**src/rtl/estado_mascota_if.sv**
```systemverilog
// Mode-level bundle: the four 2-bit need levels
// published by the mode counters.
interface estado_mascota_if;
  logic [1:0] Nivel_Animo;
  logic [1:0] Nivel_Energia;
  logic [1:0] Nivel_Descanso;
  logic [1:0] Nivel_Medicina;

  modport master (
    output Nivel_Animo,
    output Nivel_Energia,
    output Nivel_Descanso,
    output Nivel_Medicina
  );

  modport slave (
    input Nivel_Animo,
    input Nivel_Energia,
    input Nivel_Descanso,
    input Nivel_Medicina
  );
endinterface

```
**src/rtl/estado_mascota.sv**
```systemverilog
// Pet-condition evaluator: synchronised need levels,
// persistence filter and priority/escalation FSM.
module estado_mascota #(
  parameter int TICKS_SEG = 50_000_000,
  parameter int T_ESTABLE = 2,
  parameter int T_CRITICO = 10
) (
  input  logic             clk,
  input  logic             B_Reset,
  input  logic             B_Test,
  estado_mascota_if.slave  niv,
  output logic [2:0]       Estado,
  output logic             Alerta,
  output logic             Muerto,
  output logic             Cambio_Estado
);

  typedef enum logic [2:0] {
    NORMAL     = 3'd0,
    TRISTE     = 3'd1,
    CANSADO    = 3'd2,
    HAMBRIENTO = 3'd3,
    ENFERMO    = 3'd4,
    CRITICO    = 3'd5,
    MUERTO     = 3'd6
  } est_t;

  localparam int TW =
    (TICKS_SEG > 1) ? $clog2(TICKS_SEG) : 1;
  localparam logic [TW-1:0] TICK_MAX =
    TW'(TICKS_SEG - 1);
  localparam logic [3:0] EST_N = 4'(T_ESTABLE);
  localparam logic [7:0] CRIT_N = 8'(T_CRITICO);

  logic [7:0]    s1, s2;
  logic [TW-1:0] tick_cnt;
  logic          tick;

  est_t       est_q, est_d;
  est_t       cand, cand_prev_q, cand_prev_d;
  logic [3:0] stable_q, stable_d;
  logic [7:0] crit_q, crit_d;
  logic       alerta_q, alerta_d;
  logic       muerto_q, cambio_q;
  logic       upd, in_crit;
  logic [2:0] nz;

  logic [1:0] lv_a, lv_e, lv_d, lv_m;

  // Levels packed as {animo, energia, descanso, medicina}
  always_ff @(posedge clk or negedge B_Reset) begin
    if (!B_Reset) begin
      s1 <= 8'hFF;
      s2 <= 8'hFF;
    end else begin
      s1 <= {niv.Nivel_Animo, niv.Nivel_Energia,
             niv.Nivel_Descanso, niv.Nivel_Medicina};
      s2 <= s1;
    end
  end

  assign lv_a = s2[7:6];
  assign lv_e = s2[5:4];
  assign lv_d = s2[3:2];
  assign lv_m = s2[1:0];

  always_ff @(posedge clk or negedge B_Reset) begin
    if (!B_Reset) begin
      tick_cnt <= '0;
    end else if (B_Test || tick) begin
      tick_cnt <= '0;
    end else begin
      tick_cnt <= tick_cnt + 1'b1;
    end
  end

  assign tick = B_Test || (tick_cnt == TICK_MAX);

  always_comb begin
    nz = 3'd0;
    for (int i = 0; i < 4; i++) begin
      nz = nz + 3'(s2[2*i +: 2] == 2'd0);
    end
  end

  always_comb begin
    cand = NORMAL;
    if (nz >= 3'd2) begin
      cand = CRITICO;
    end else if (lv_m <= 2'd1) begin
      cand = ENFERMO;
    end else if (lv_e <= 2'd1) begin
      cand = HAMBRIENTO;
    end else if (lv_d <= 2'd1) begin
      cand = CANSADO;
    end else if (lv_a <= 2'd1) begin
      cand = TRISTE;
    end
  end

  assign in_crit = (est_q == CRITICO) &&
                   (cand == CRITICO);

  always_comb begin
    cand_prev_d = cand_prev_q;
    stable_d    = stable_q;
    crit_d      = crit_q;
    est_d       = est_q;
    alerta_d    = alerta_q;
    upd         = 1'b0;

    if (cand != cand_prev_q) begin
      cand_prev_d = cand;
      stable_d    = 4'd0;
    end else if (tick && stable_q < EST_N) begin
      stable_d = stable_q + 4'd1;
    end

    if (!in_crit) begin
      crit_d = 8'd0;
    end else if (tick && crit_q != CRIT_N) begin
      crit_d = crit_q + 8'd1;
    end

    // Death is absorbing and outranks the filter
    if (est_q == MUERTO) begin
      est_d = MUERTO;
    end else if (in_crit && crit_q == CRIT_N) begin
      est_d = MUERTO;
    end else if (cand == cand_prev_q &&
                 stable_q == EST_N &&
                 cand != est_q) begin
      est_d = cand;
    end

    upd = (est_d != est_q);

    if (upd) begin
      alerta_d = (est_d != NORMAL);
    end else if (est_q == CRITICO && tick) begin
      alerta_d = ~alerta_q;
    end
  end

  always_ff @(posedge clk or negedge B_Reset) begin
    if (!B_Reset) begin
      est_q       <= NORMAL;
      cand_prev_q <= NORMAL;
      stable_q    <= 4'd0;
      crit_q      <= 8'd0;
      alerta_q    <= 1'b0;
      muerto_q    <= 1'b0;
      cambio_q    <= 1'b0;
    end else begin
      est_q       <= est_d;
      cand_prev_q <= cand_prev_d;
      stable_q    <= stable_d;
      crit_q      <= crit_d;
      alerta_q    <= alerta_d;
      muerto_q    <= (est_d == MUERTO);
      cambio_q    <= upd;
    end
  end

  assign Estado        = est_q;
  assign Alerta        = alerta_q;
  assign Muerto        = muerto_q;
  assign Cambio_Estado = cambio_q;

endmodule

```
**src/flat_wrapper.sv**
```systemverilog
// flat-port wrapper written by rule: the top's interface ports become plain ports
module estado_mascota_flat 
#(
  parameter int TICKS_SEG = 50_000_000,
  parameter int T_ESTABLE = 2,
  parameter int T_CRITICO = 10
)
  (clk, B_Reset, B_Test, Estado, Alerta, Muerto, Cambio_Estado, niv_Nivel_Animo, niv_Nivel_Energia, niv_Nivel_Descanso, niv_Nivel_Medicina);
  estado_mascota_if niv_i ();
  input  logic clk;
  input  logic B_Reset;
  input  logic B_Test;
  output logic [2:0] Estado;
  output logic Alerta;
  output logic Muerto;
  output logic Cambio_Estado;
  input wire logic [$bits(niv_i.Nivel_Animo)-1:0] niv_Nivel_Animo;
  input wire logic [$bits(niv_i.Nivel_Energia)-1:0] niv_Nivel_Energia;
  input wire logic [$bits(niv_i.Nivel_Descanso)-1:0] niv_Nivel_Descanso;
  input wire logic [$bits(niv_i.Nivel_Medicina)-1:0] niv_Nivel_Medicina;
  assign niv_i.Nivel_Animo = niv_Nivel_Animo;
  assign niv_i.Nivel_Energia = niv_Nivel_Energia;
  assign niv_i.Nivel_Descanso = niv_Nivel_Descanso;
  assign niv_i.Nivel_Medicina = niv_Nivel_Medicina;
  estado_mascota #(.TICKS_SEG(TICKS_SEG), .T_ESTABLE(T_ESTABLE), .T_CRITICO(T_CRITICO)) u_core (.clk(clk), .B_Reset(B_Reset), .B_Test(B_Test), .niv(niv_i), .Estado(Estado), .Alerta(Alerta), .Muerto(Muerto), .Cambio_Estado(Cambio_Estado));
endmodule
```
**config.mk**
```make
export PLATFORM = sky130hd
export DESIGN_NAME = estado_mascota_flat
export DESIGN_NICKNAME = d
export VERILOG_FILES = /design/src/rtl/estado_mascota_if.sv /design/src/rtl/estado_mascota.sv /design/src/flat_wrapper.sv
export SDC_FILE = /design/constraint.sdc
export NUM_CORES = 1
export LEC_CHECK = 0
export CAP_MARGIN = 20
export CORE_MARGIN = 4
export CORE_UTILIZATION = 50
export CTS_BUF_LIST = sky130_fd_sc_hd__clkbuf_2 sky130_fd_sc_hd__clkbuf_4 sky130_fd_sc_hd__clkbuf_8
export DETAILED_ROUTE_END_ITERATION = 8
export PLACE_DENSITY = 0.7
export SLEW_MARGIN = 10
export SYNTH_ARGS = -nofsm -noshare
export SYNTH_HDL_FRONTEND = slang
export SYNTH_SLANG_ARGS = --single-unit
```
**constraint.sdc**
```tcl
create_clock -name clk -period 3.3 [get_ports clk]
set_input_delay 0.825 -clock clk [delete_from_list [all_inputs] [get_ports clk]]
set_output_delay 0.825 -clock clk [all_outputs]
set_load 0.1 [all_outputs]
```
==> flow_results.xml, run 1 <==
<?xml version="1.0" encoding="UTF-8"?>
<metrics>
  <group name="drt">
    <metric name="drtIter0Drc" unit="">80</metric>
    <metric name="ant_nets" unit="">0</metric>
    <metric name="drc" unit="">0</metric>
    <metric name="post_drt_via_cell_ratio" unit="">5.31</metric>
    <metric name="drt-total-wl" unit="µm">5320</metric>
    <metric name="wl_per_cell" unit="µm">14.2</metric>
    <metric name="drt-pass1-iter-count" unit="">4</metric>
    <metric name="via_count" unit="">1991</metric>
  </group>
  <group name="timing">
    <metric name="report.final.setup_viol" unit="">0</metric>
    <metric name="timing.final.max_slew_violations" unit="">0</metric>
    <metric name="unrepaired_setup_endpoints_after_global_routing" unit="">false</metric>
    <metric name="finalCriticalPeriod" unit="ns">3.01</metric>
    <metric name="worst_pin_slew" unit="ns">0.618</metric>
    <metric name="finalHoldViolations" unit="">0</metric>
    <metric name="totalNegativeSetupSlack" unit="ns">0</metric>
    <metric name="final_min_period_over_clock_period" unit="">0.911</metric>
    <metric name="skew" unit="ns">0.0118</metric>
    <metric name="clock.fmax" unit="MHz">333</metric>
    <metric name="post-route-worst-setup-slack" unit="ns">0.294</metric>
    <metric name="timing.slew.headroom" unit="">0.588</metric>
  </group>
  <group name="worst_setup_path">
    <metric name="worstSetupStartpointType" unit="">flop</metric>
    <metric name="reg2reg_depth" unit="">10</metric>
    <metric name="standard_cell_with_the_maximum_stage_delay_on_the_critical_path" unit="">dfstp_2</metric>
    <metric name="timing.setup.critical_path_class" unit="">flop to flop</metric>
    <metric name="slowest_delay" unit="ns">0.60</metric>
    <metric name="path_depth" unit="">10</metric>
    <metric name="worst_path_dominant_cell_family" unit="">compound AO/OA/AOI/OAI gates</metric>
    <metric name="critical_path.most_common_cell" unit="">ha_1</metric>
    <metric name="critPathMaxFanout" unit="">8</metric>
    <metric name="cp-end-kind" unit="">flop</metric>
    <metric name="path_cells" unit="">nor2_1, ha_1, ha_1, a211o_1, nor3b_4, xor2_2, a211oi_2, o21ai_2, a2111oi_2, mux2i_1</metric>
    <metric name="worst-endpoint-arrival" unit="ns">3.21</metric>
    <metric name="crit_required" unit="ns">3.50</metric>
    <metric name="timing.critical_path.buf_inv" unit="">0</metric>
  </group>
  <group name="grt">
    <metric name="aggregate_global_route_resource_usage" unit="">0.161</metric>
    <metric name="grt_start_max_net_pins" unit="">28</metric>
    <metric name="antenna_found_initial" unit="">0</metric>
    <metric name="met1_track_demand_over_resource_in_global_routing" unit="">0.235</metric>
    <metric name="global_route.overflow_total" unit="">0</metric>
    <metric name="met3_usage" unit="">0.0291</metric>
    <metric name="grt-busiest-layer" unit="">met1</metric>
    <metric name="gr-usage-met2" unit="">0.224</metric>
    <metric name="wire_length_of_the_first_global_routing_pass" unit="µm">9290</metric>
    <metric name="first_global_vias" unit="">1959</metric>
  </group>
  <group name="logic_synthesis">
    <metric name="ys_warn_count" unit="">0</metric>
    <metric name="mappedNetlistNets" unit="">290</metric>
    <metric name="synth_area" unit="mm²">0.00299</metric>
    <metric name="dominantRegCellSynth" unit="">dfrtp_1</metric>
    <metric name="synth_sequential_area_ratio" unit="">0.534</metric>
    <metric name="synth.lib_cells_used.distinct" unit="">58</metric>
    <metric name="postSynth.asyncResetShare" unit="">1.00</metric>
    <metric name="synth.ff_latch_count" unit="">63</metric>
    <metric name="post_syn_instances" unit="">272</metric>
    <metric name="post_synth.cell_area_avg" unit="µm²">11.0</metric>
    <metric name="synth_edf_count" unit="">0</metric>
  </group>
  <group name="cells_and_area">
    <metric name="most-common-layout-cells" unit="">dfrtp_1, nor2_1, xor2_1</metric>
    <metric name="nNetsFinal" unit="">316</metric>
    <metric name="filler_cells" unit="">467</metric>
    <metric name="diodes" unit="">0</metric>
    <metric name="finalInstanceArea" unit="mm²">0.00342</metric>
    <metric name="layout.core_utilization" unit="">0.607</metric>
    <metric name="drive_above_1_share" unit="">0.231</metric>
    <metric name="mostFrequentLayoutCell" unit="">dfrtp_1</metric>
    <metric name="area_delta_synth_final" unit="%">14.5</metric>
  </group>
  <group name="placed_design">
    <metric name="preCtsSetupSlack" unit="ns">0.277</metric>
    <metric name="postPlaceCellArea" unit="mm²">0.00323</metric>
    <metric name="detailedPlacementHpwl" unit="µm">3690</metric>
    <metric name="port-buffer-count" unit="">16</metric>
    <metric name="final_weighted_congestion_in_routability_driven_placement" unit="">0.885</metric>
  </group>
  <group name="floorplan">
    <metric name="core-area" unit="mm²">0.00564</metric>
    <metric name="ioPinCount" unit="">17</metric>
    <metric name="fp.dieArea" unit="mm²">0.00728</metric>
    <metric name="num_rows" unit="">27</metric>
    <metric name="die_height" unit="µm">85.3</metric>
    <metric name="initial_core_util" unit="">0.530</metric>
    <metric name="die_w" unit="µm">85.3</metric>
  </group>
  <group name="power_and_ir_drop">
    <metric name="power_density" unit="mW/mm²">475</metric>
    <metric name="vdd_drop_max" unit="mV">0.263</metric>
    <metric name="totalPowerFinal" unit="mW">1.63</metric>
    <metric name="total_leakage_power" unit="nW">1.48</metric>
  </group>
  <group name="run">
    <metric name="max-cap-violations" unit="">0</metric>
  </group>
  <group name="cts">
    <metric name="post_cts_buffers" unit="">0</metric>
    <metric name="tritoncts.num_buffers" unit="">9</metric>
    <metric name="post_cts.resized_instances" unit="">0</metric>
    <metric name="tritoncts" unit="">yes</metric>
    <metric name="hold_buffers" unit="">0</metric>
    <metric name="cts.sink_count" unit="">63</metric>
    <metric name="worstSkewPairLatency" unit="ns">0.33</metric>
    <metric name="root_buffer" unit="">clkbuf_8</metric>
    <metric name="buffer_depth_of_the_longest_clock_path" unit="">2</metric>
    <metric name="clkTransAtPathRegs" unit="ns">0.07</metric>
    <metric name="h-tree-depth" unit="">3</metric>
  </group>
  <group name="status">
    <metric name="run_status" unit="">completed</metric>
  </group>
  <group name="min_path">
    <metric name="timing.hold.worst_path_depth" unit="">0</metric>
    <metric name="worst_hold_path_type" unit="">flop to flop</metric>
  </group>
</metrics>
[through the flow]
stage               hold slack, ns  std cells
floorplan                    0.345        272
global placement             0.345        359
detailed placement           0.347        359
CTS                          0.355        375
global route                 0.360        375
finish                       0.354        375
[kinds of logic (layout without fill, tap and decap cells)]
kind of cell | Yosys count | in the layout | share of synthesized area
simple gates | 124 | 124 | 0.233
flops | 63 | 63 | 0.534
xor+xnor | 34 | 34 | 0.102
compound gates | 28 | 28 | 0.0770
buf+inv | 14 | 45 | 0.0180
fa+ha+maj | 7 | 7 | 0.0293
mux | 2 | 2 | 0.00670
[cell usage after synthesis, types with 2 or more instances]
cell       n  area share
dfrtp_1   47        0.39
xnor2_1   12       0.035
nor2b_1    2      0.0042
xor2_1    21       0.062
nor3b_1    3      0.0075
or3_4      2      0.0075
nor3_2     3       0.010
mux2i_1    2      0.0067
nor2_1    44       0.055
and3_2     2      0.0050
and2_1     2      0.0042
nor4_1     2      0.0042
o21ai_0    4      0.0067
buf_1      2      0.0025
nand4_2    2      0.0084
nand2_1   17       0.021
a211oi_1   2      0.0050
nand3_1   13       0.022
a31oi_1    2      0.0042
or3_1      3      0.0063
nor3_1     4      0.0067
or4_1      2      0.0050
a21oi_1    4      0.0067
dfstp_2   16        0.14
a21o_2     3      0.0088
and3_1     6       0.013
nand4_1    5       0.010
ha_1       7       0.029
inv_1      9       0.011
[area by class of cell]
| type | instances | area, µm² | share of cell area |
|---|---|---|---|
| sequential | 63 | 1600 | 0.466 |
| tap | 72 | 90.1 | 0.0263 |
| clock buffer | 12 | 153 | 0.0446 |
| inverter | 10 | 37.5 | 0.0110 |
| timing repair buffer | 19 | 163 | 0.0475 |
| clock inverter | 4 | 45.0 | 0.0132 |
| multi-input combinational | 195 | 1340 | 0.391 |
[sequential cells by signal (all words and copies together), names as in the netlist]
signal,flops
u_core.Cambio_Estado,1
u_core.Muerto,1
u_core.s1,8
u_core.stable_q,4
u_core.s2,8
u_core.cand_prev_q,3
u_core.tick_cnt,26
u_core.Alerta,1
u_core.Estado,3
u_core.crit_q,8
[metal layers]
layer  part of all wire  vias to the layer above
met5                  0                        -
met4              0.014                        0
met3              0.027                        4
met2               0.46                       29
met1               0.50                      965
li1                   -                      993
[where the power goes]
| group | internal (mW) | switching [mW] | total [mW] |
|---|---|---|---|
| Clock | 0.383 | 0.286 | 0.669 |
| Sequential | 0.801 | 0.0224 | 0.823 |
| Combinational | 0.0521 | 0.0824 | 0.134 |
| Total | 1.24 | 0.391 | 1.63 |
[worst paths after layout]
kind / slack, ns / end / start
max: 0.29 / u_core.Alerta / u_core.s2[1]
min: 0.35 / u_core.s2[5] / u_core.s1[5]
max reg2reg: 0.29 / u_core.Alerta / u_core.s2[1]
min reg2reg: 0.35 / u_core.s2[5] / u_core.s1[5]
max in group asynchronous: 2.05 / u_core.s2[7] / B_Reset
min in group asynchronous: 0.50 / u_core.tick_cnt[23] / B_Reset
[worst register-to-register path: cells and delay by family (launching register included)]
kind / cells / cell delay (ns)
compound gates: 4 / 1.18
flops: 1 / 0.60
fa+ha+maj: 2 / 0.50
simple gates: 2 / 0.35
xor+xnor: 1 / 0.14
mux: 1 / 0.13
No activity file was read; power rests on OpenSTA's default activity.
==> run 2: changes to the inputs <==
--- a/config.mk
+++ b/config.mk
@@ -11,6 +11,7 @@
 export CTS_BUF_LIST = sky130_fd_sc_hd__clkbuf_2 sky130_fd_sc_hd__clkbuf_4 sky130_fd_sc_hd__clkbuf_8
 export DETAILED_ROUTE_END_ITERATION = 8
 export PLACE_DENSITY = 0.7
+export SETUP_SLACK_MARGIN = 0.05
 export SLEW_MARGIN = 10
 export SYNTH_ARGS = -nofsm -noshare
 export SYNTH_HDL_FRONTEND = slang
==> results of run 2 <==
No change in the layout: final DEF, timing and power equal those of run 1.
==> run 3: changes to the inputs <==
--- a/config.mk
+++ b/config.mk
@@ -5,6 +5,7 @@
 export SDC_FILE = /design/constraint.sdc
 export NUM_CORES = 1
 export LEC_CHECK = 0
+export ABC_AREA = 1
 export CAP_MARGIN = 20
 export CORE_MARGIN = 4
 export CORE_UTILIZATION = 50
==> run 3 against run 2 <==
Net effect:
- hold slack got worse by 0.0025 ns
- via count rose by 21%
- global-route usage rose by 1.5 points
- synthesized cell count rose by 29%
- highest routed layer unchanged
- setup slack improved by 0.42 ns
- synthesized area rose by 4.3%
- clock skew rose by 0.0014 ns
- sequential cell count did not move
==> flow_results.xml, run 3 <==
<?xml version="1.0" encoding="UTF-8"?>
<metrics>
  <group name="floorplan">
    <metric name="core-area" unit="mm²">0.00599</metric>
    <metric name="initial_core_util" unit="">0.520</metric>
    <metric name="die_height" unit="µm">87.0</metric>
    <metric name="die_w" unit="µm">87.0</metric>
    <metric name="fp.dieArea" unit="mm²">0.00756</metric>
    <metric name="num_rows" unit="">28</metric>
    <metric name="ioPinCount" unit="">17</metric>
  </group>
  <group name="grt">
    <metric name="grt_start_max_net_pins" unit="">27</metric>
    <metric name="met1_track_demand_over_resource_in_global_routing" unit="">0.205</metric>
    <metric name="first_global_vias" unit="">2341</metric>
    <metric name="antenna_found_initial" unit="">0</metric>
    <metric name="wire_length_of_the_first_global_routing_pass" unit="µm">10300</metric>
    <metric name="aggregate_global_route_resource_usage" unit="">0.177</metric>
    <metric name="global_route.overflow_total" unit="">0</metric>
    <metric name="met3_usage" unit="">0.0511</metric>
    <metric name="gr-usage-met2" unit="">0.302</metric>
    <metric name="grt-busiest-layer" unit="">met2</metric>
  </group>
  <group name="cells_and_area">
    <metric name="nNetsFinal" unit="">399</metric>
    <metric name="regMostFlops" unit="">u_core.tick_cnt</metric>
    <metric name="most-common-layout-cells" unit="">nand2_1, dfrtp_1, inv_1</metric>
    <metric name="filler_cells" unit="">508</metric>
    <metric name="mostFrequentLayoutCell" unit="">nand2_1</metric>
    <metric name="drive_above_1_share" unit="">0.197</metric>
    <metric name="diodes" unit="">0</metric>
    <metric name="largest_register_ff_count" unit="">26</metric>
    <metric name="area_delta_synth_final" unit="%">14.6</metric>
  </group>
  <group name="cts">
    <metric name="post_cts_buffers" unit="">0</metric>
    <metric name="h-tree-depth" unit="">3</metric>
    <metric name="buffer_depth_of_the_longest_clock_path" unit="">2</metric>
    <metric name="hold_buffers" unit="">0</metric>
    <metric name="tritoncts.num_buffers" unit="">9</metric>
    <metric name="post_cts.resized_instances" unit="">0</metric>
    <metric name="clkTransAtPathRegs" unit="ns">0.08</metric>
    <metric name="cts.sink_count" unit="">63</metric>
    <metric name="tritoncts" unit="">yes</metric>
    <metric name="worstSkewPairLatency" unit="ns">0.34</metric>
    <metric name="root_buffer" unit="">clkbuf_8</metric>
  </group>
  <group name="logic_synthesis">
    <metric name="ys_warn_count" unit="">0</metric>
    <metric name="synth_area" unit="mm²">0.00312</metric>
    <metric name="mappedNetlistNets" unit="">370</metric>
    <metric name="yosysTopAreaCell" unit="">dfrtp_1</metric>
    <metric name="synth_edf_count" unit="">0</metric>
    <metric name="synth_most_common_cell" unit="">nand2_1</metric>
    <metric name="synth_sequential_area_ratio" unit="">0.512</metric>
    <metric name="synth_largest_type_area_fraction" unit="">0.377</metric>
    <metric name="dominantRegCellSynth" unit="">dfrtp_1</metric>
    <metric name="postSynth.asyncResetShare" unit="">1.00</metric>
    <metric name="netlist_top_cells_count" unit="">nand2_1, dfrtp_1, inv_1</metric>
    <metric name="post_synth.cell_area_avg" unit="µm²">8.85</metric>
    <metric name="post_synth_main_area_contributors" unit="">dfrtp_1, dfstp_2, nand2_1</metric>
    <metric name="synth.ff_latch_count" unit="">63</metric>
    <metric name="synth.lib_cells_used.distinct" unit="">35</metric>
    <metric name="post_syn_instances" unit="">352</metric>
  </group>
  <group name="timing">
    <metric name="unrepaired_setup_endpoints_after_global_routing" unit="">false</metric>
    <metric name="worst_pin_slew" unit="ns">0.566</metric>
    <metric name="report.final.setup_viol" unit="">0</metric>
    <metric name="totalNegativeSetupSlack" unit="ns">0</metric>
    <metric name="timing.final.max_slew_violations" unit="">0</metric>
    <metric name="clock.fmax" unit="MHz">387</metric>
    <metric name="timing.slew.headroom" unit="">0.623</metric>
    <metric name="skew" unit="ns">0.0131</metric>
    <metric name="finalHoldViolations" unit="">0</metric>
    <metric name="finalCriticalPeriod" unit="ns">2.58</metric>
    <metric name="final_min_period_over_clock_period" unit="">0.783</metric>
  </group>
  <group name="drt">
    <metric name="drtIter0Drc" unit="">108</metric>
    <metric name="drt-total-wl" unit="µm">5860</metric>
    <metric name="wl_per_cell" unit="µm">12.7</metric>
    <metric name="via_count" unit="">2404</metric>
    <metric name="drc" unit="">0</metric>
    <metric name="ant_nets" unit="">0</metric>
    <metric name="drt-pass1-iter-count" unit="">4</metric>
    <metric name="post_drt_via_cell_ratio" unit="">5.21</metric>
  </group>
  <group name="worst_setup_path">
    <metric name="worst-endpoint-arrival" unit="ns">2.81</metric>
    <metric name="cp-end-kind" unit="">flop</metric>
    <metric name="crit_required" unit="ns">3.52</metric>
    <metric name="critPathMaxFanout" unit="">6</metric>
    <metric name="timing.reg2reg.setup_slack" unit="ns">0.72</metric>
    <metric name="timing.setup.critical_path_class" unit="">flop to flop</metric>
    <metric name="worstSetupStartpointType" unit="">flop</metric>
    <metric name="reg2reg_depth" unit="">16</metric>
  </group>
  <group name="power_and_ir_drop">
    <metric name="power_density" unit="mW/mm²">482</metric>
    <metric name="totalPowerFinal" unit="mW">1.72</metric>
    <metric name="vdd_drop_max" unit="mV">0.440</metric>
    <metric name="total_leakage_power" unit="nW">1.69</metric>
  </group>
  <group name="placed_design">
    <metric name="detailedPlacementHpwl" unit="µm">4390</metric>
    <metric name="port-buffer-count" unit="">16</metric>
    <metric name="final_weighted_congestion_in_routability_driven_placement" unit="">0.913</metric>
  </group>
  <group name="min_path">
    <metric name="timing.hold.worst_path_depth" unit="">0</metric>
    <metric name="worst_hold_path_type" unit="">flop to flop</metric>
  </group>
  <group name="run">
    <metric name="max-cap-violations" unit="">0</metric>
  </group>
  <group name="status">
    <metric name="run_status" unit="">completed</metric>
  </group>
</metrics>
## run 3: changes by cell type in the layout (fill, tap and decap cells not counted), sizes merged, moves of 10 or more
cell   change
a21oi     +16
inv       +42
nand2     +53
nor3      +14
xnor2     -10
xor2      -15
## run 3: logic make-up (layout without fill, tap and decap cells)
kind of cell / after synthesis / count (layout) / synth area share
DFF: 63 / 63 / 0.512
buffers and inverters: 52 / 86 / 0.0634
and+or+nand+nor: 182 / 182 / 0.296
xor gates and xnor gates: 9 / 9 / 0.0253
AOI/OAI and AO/OA: 39 / 39 / 0.0747
adders and majority gates: 7 / 7 / 0.0281
## run 3: worst paths after layout
path | startpoint | end
hold / removal | u_core.s1[2] | u_core.s2[2]
min in group asynchronous | B_Reset | u_core.cand_prev_q[0]
setup reg to reg | u_core.s2[1] | u_core.Alerta
setup / recovery | u_core.s2[1] | u_core.Alerta
hold reg to reg | u_core.s1[2] | u_core.s2[2]
max in group asynchronous | B_Reset | u_core.s1[2]
## run 3: final cells by class
class,count,area [µm²],share of cell area
Sequential cell,63,1600,0.447
Multi-Input combinational cell,237,1320,0.370
Inverter,50,188,0.0526
Timing Repair Buffer,20,170,0.0477
Clock buffer,11,145,0.0406
Tap cell,75,93.8,0.0263
Clock inverter,5,55.1,0.0154
## run 3: per-layer routing
layer | wire, µm | part of all wire | up-vias
li1 | - | - | 1224
met1 | 2650 | 0.45 | 1136
met2 | 2890 | 0.49 | 34
met3 | 197 | 0.034 | 10
met4 | 128 | 0.022 | 0
met5 | 0 | 0 | -
## run 3: report_power, final
part	internal, mW	total [mW]	switching, mW
Combinational	0.0577	0.214	0.156
Clock	0.378	0.678	0.300
Sequential	0.808	0.827	0.0191
Total	1.24	1.72	0.475
## run 3: critical path: stages, from the launching register on
cell     delay [ns]
dfstp_2        0.58
nor2_1         0.06
ha_1           0.28
ha_1           0.36
nand2_2        0.10
nand3_1        0.14
nand2_1        0.08
nand2_2        0.09
nand4_2        0.14
inv_2          0.12
nand2_1        0.08
nand3_1        0.09
nand2_1        0.06
nand2_1        0.08
nand3_1        0.09
nand2_1        0.07
nand2_1        0.05
## run 3: metrics by stage
stage / area [µm²] / util / std cells / setup slack [ns] / hold slack [ns]
after floorplan: 3120 / - / 352 / 0.951 / 0.345
after global placement: 3370 / 0.563 / 445 / 0.826 / 0.347
after detailed placement: 3370 / 0.563 / 445 / 0.744 / 0.347
after CTS: 3570 / 0.596 / 461 / 0.719 / 0.350
after global routing: 3570 / 0.596 / 461 / 0.552 / 0.353
final: 3570 / 0.596 / 461 / 0.717 / 0.352
